File: src/rtl/prng_rnd_gearbox.sv
// prng_rnd_gearbox: packs RATIO consecutive IN_W-bit randomness words into one
// OUT_W-bit word for masked-gadget randomness inputs. The first accepted word
// of a group lands in the LSBs. out_rnd comes straight from buffer flops so
// that downstream gadgets never see combinational glitches.
module prng_rnd_gearbox #(
    parameter int IN_W  = 32,
    parameter int RATIO = 4,
    localparam int OUT_W = IN_W * RATIO,
    localparam int CW    = $clog2(RATIO + 1)
) (
    input  logic             clk,
    input  logic             rst,
    input  logic             flush,
    input  logic             in_valid,
    output logic             in_ready,
    input  logic [IN_W-1:0]  in_rnd,
    output logic             out_valid,
    input  logic             out_ready,
    output logic [OUT_W-1:0] out_rnd,
    output logic [CW-1:0]    level
);

    localparam logic [CW-1:0] FULL_CNT = CW'(RATIO);

    logic [CW-1:0]   cnt_q;
    logic [CW-1:0]   cnt_d;
    logic [CW-1:0]   wr_idx;
    logic            full;
    logic            in_xfer;
    logic            out_xfer;
    logic [IN_W-1:0] slot_q [RATIO];
    logic [IN_W-1:0] slot_d [RATIO];

    // Handshake decode; in_ready is the only input-to-output combinational path.
    // It is also held low while rst is high so nothing is accepted during reset.
    always_comb begin
        full      = (cnt_q == FULL_CNT);
        in_ready  = !rst && !flush && ((cnt_q < FULL_CNT) || out_ready);
        in_xfer   = in_valid && in_ready;
        out_xfer  = full && out_ready;
        // A simultaneous drain and fill restarts the group at slot 0.
        wr_idx    = out_xfer ? '0 : cnt_q;
        out_valid = full;
        level     = cnt_q;
    end

    // Next-count: flush wins, then combined transfer, then single transfers.
    always_comb begin
        cnt_d = cnt_q;
        if (flush) begin
            cnt_d = '0;
        end else if (in_xfer && out_xfer) begin
            cnt_d = CW'(1);
        end else if (in_xfer) begin
            cnt_d = cnt_q + CW'(1);
        end else if (out_xfer) begin
            cnt_d = '0;
        end
    end

    // Occupancy counter register.
    always_ff @(posedge clk or posedge rst) begin
        if (rst) begin
            cnt_q <= '0;
        end else begin
            cnt_q <= cnt_d;
        end
    end

    genvar gi;
    generate
        for (gi = 0; gi < RATIO; gi++) begin : g_slot
            // Slot load: only the addressed slot captures an accepted word;
            // stale slots keep their contents since they are never exposed.
            always_comb begin
                slot_d[gi] = slot_q[gi];
                if (in_xfer && (wr_idx == CW'(gi))) begin
                    slot_d[gi] = in_rnd;
                end
            end

            // Slot register, cleared only by reset.
            always_ff @(posedge clk or posedge rst) begin
                if (rst) begin
                    slot_q[gi] <= '0;
                end else begin
                    slot_q[gi] <= slot_d[gi];
                end
            end

            assign out_rnd[gi*IN_W +: IN_W] = slot_q[gi];
        end
    endgenerate

endmodule

File: config.mk
export PLATFORM = sky130hd
export DESIGN_NAME = prng_rnd_gearbox
export DESIGN_NICKNAME = d
export VERILOG_FILES = /design/src/rtl/prng_rnd_gearbox.sv
export SDC_FILE = /design/constraint.sdc
export NUM_CORES = 1
export LEC_CHECK = 0
export CORE_ASPECT_RATIO = 0.9
export CORE_MARGIN = 5
export CORE_UTILIZATION = 49
export CTS_BUF_LIST = sky130_fd_sc_hd__clkbuf_16
export DETAILED_ROUTE_END_ITERATION = 7
export PLACE_DENSITY = 0.89
export SETUP_SLACK_MARGIN = 0.15
export SYNTH_ARGS = -nofsm -noshare
export SYNTH_HDL_FRONTEND = slang
export SYNTH_SLANG_ARGS = --single-unit
File: constraint.sdc
create_clock -name clk -period 7.5 [get_ports clk]
set_input_delay 1.875 -clock clk [delete_from_list [all_inputs] [get_ports clk]]
set_output_delay 1.875 -clock clk [all_outputs]
set_load 0.05 [all_outputs]
==> run summary <==
Data required time at the worst endpoint: 5.62 ns
H-Tree Depth: 4
Final Hold Viols: 0
Core area: 10200 sq um
Max clock buf depth: 2
Finished Core Util: 75.0%
Fin. max-slew vios: 0
Library cells used by synthesis: 30
# Max-Cap Violations: 0
Final setup vio count: 0
Worst hold path type: reg -> reg
Nets: 518
Crit end category: output port
Total CTS buffers: 17
First-pass GRT wire length: 21100 um
Cts hold-fix bufs: 0
Power after layout: 2550 uW
TritonRoute pass-1 iters: 5
Register area share after synthesis: 64.2%
Worst r2r path cells: 6
Sw frac: 31.8%
P_sw: 810 uW
PortBufs: 169
Io pins: 170
Clk pwr share: 39.6%
Maximum VDD drop: 242 uV
Die height: 107 um
Hold path cells: 1
Post-place setup slack: 2.17 ns
Grt ovf: 0
Postcts setup bufs: 0
Number of global-route vias before repair: 3706
Site Rows: 35
Reg power frac: 33.5%
DPL Wire Length: 8650 um
DR WL/cell: 20.9 um
Total Wirelength: 13000 um
Root Buffer: clkbuf_16
Die area: 12600 sq um
Initial antenna violation count: 0
Syn Area/Cell: 17.0 sq um
Crit Path Category: in -> out
Synth Instances: 300
Startpoint types: input port
Clk slew on worst S/H paths: 0.06 ns
RD Place Congestion: 0.822
Fill cells: 647
Fin crit share: 71.1%
Max_slew headroom: 19.7%
Syn Nets: 339
Status: complete, no violations
Cell Pwr Density: 333 nW/um^2
Worst EP arrival: 3.46 ns
ANT cells: 0
Layout cells sized above 1: 33.9%
Final setup slack of the worst path: 2.17 ns
Initial drt markers: 158
Die Wd: 118 um
RSZ-0062 raised after global routing: no
Starting Density: 50.1%
GR Util All Layers: 21.4%
Ys Warns: 0
Worst-Margin Slew: 1.20 ns
Clk Latency, worst-skew pair: 0.41 ns
Clk sink count: 131
Main synth FF type: dfrtp_1
TritonCTS clock tree: yes
CTS resizes: 0
Clock Skew: 0.0122 ns
Largest net degree at the start of global routing: 80
Crit-path max FO: 4
Via count: 3280
P_int: 1740 uW
WHS: 0.492 ns
Mapped Area: 5110 sq um
DRC violation count after routing: 0
Asr flop ratio synth: 100%
Post-DRT Antenna Nets: 0
Register bit total from synthesis: 131
Syn-to-layout area delta: 49.9%
Fmax: 187 MHz
Fin crit period: 5.33 ns
Vias per std cell: 5.28
Lkg Pwr: 0.00354 uW
Multi-input combinational cell area: 1750 sq um
Combinational power share: 26.9%
EDFF count, synth: 0
Sum Neg Setup Slack: 0 ns
Register area: 3280 sq um
## per-layer routing
metal,global-route usage [%],part of all wire (%)
met1,25.7,41
met2,35.6,50
met3,9.86,8.5
met4,4.75,0.45
met5,0,0
## per-stage QoR
stage,instance area (sq um),cells
detailed placement,6930,589
finish,7650,621
CTS,7650,621
global route,7650,621
global placement,6930,589
floorplan,5110,300
## worst paths after layout
| check | from | end | slack [ns] |
|---|---|---|---|
| hold reg to reg | out_rnd[84] | out_rnd[84] | 0.49 |
| max in group asynchronous | rst | out_rnd[9] | 4.12 |
| hold / removal | out_rnd[84] | out_rnd[84] | 0.49 |
| min in group asynchronous | rst | out_rnd[124] | 2.13 |
| setup / recovery | out_ready | in_ready | 2.17 |
| setup reg to reg | level[0] | out_rnd[1] | 4.68 |
## critical path: stages
cell and delay, ns:
clkdlybuf4s50_1 0.53, nor2b_1 0.08, nor3_1 0.14, clkdlybuf4s50_1 0.84
## kinds of logic (layout without fill, tap and decap cells)
group,count (synthesis),in the layout,share of synthesized area [%]
buf+inv,16,208,1.79
compound gates,6,6,0.808
flops,131,131,64.2
mux,129,129,30.6
fa+ha+maj,2,2,0.490
simple gates,16,16,2.11
## cells in the final DEF, fill, tap and decap left out, types with 2 or more instances in the layout
master / instances
clkbuf_16: 17
clkdlybuf4s50_1: 169
dfrtp_1: 131
buf_4: 4
ha_1: 2
inv_6: 3
mux2_4: 30
clkinv_4: 4
inv_1: 2
bufinv_16: 8
nand3b_1: 2
nand3_1: 2
mux2_2: 97
## Yosys cell counts (2+ instances only)
cell      count  share of area [%]
dfrtp_1     131                 64
ha_1          2               0.49
nand3_1       2               0.20
mux2_2       97                 21
buf_6         3               0.66
inv_1         3               0.22
buf_2         7               0.69
clkbuf_1      3               0.22
nand3b_1      2               0.29
mux2_4       30                8.8
## power by group through the flow
stage / clock network [uW] / logic [uW] / registers, uW
floorplan: 0 / 102 / 1190
global placement: 0 / 676 / 857
detailed placement: 0 / 687 / 864
CTS: 1020 / 691 / 855
global route: 1060 / 711 / 866
finish: 1010 / 685 / 854
## registers in the layout, indices dropped and copies added (netlist names)
name and cells:
out_rnd 128, level 3
## layout make-up
class / instances / area share, %
timing repair buffer: 173 / 22.5
clock buffer: 17 / 5.56
multi-input combinational: 153 / 22.9
tap: 129 / 2.11
clock inverter: 15 / 3.94
sequential: 131 / 42.8
inverter: 3 / 0.180
Power figures use the tool's default switching activity.
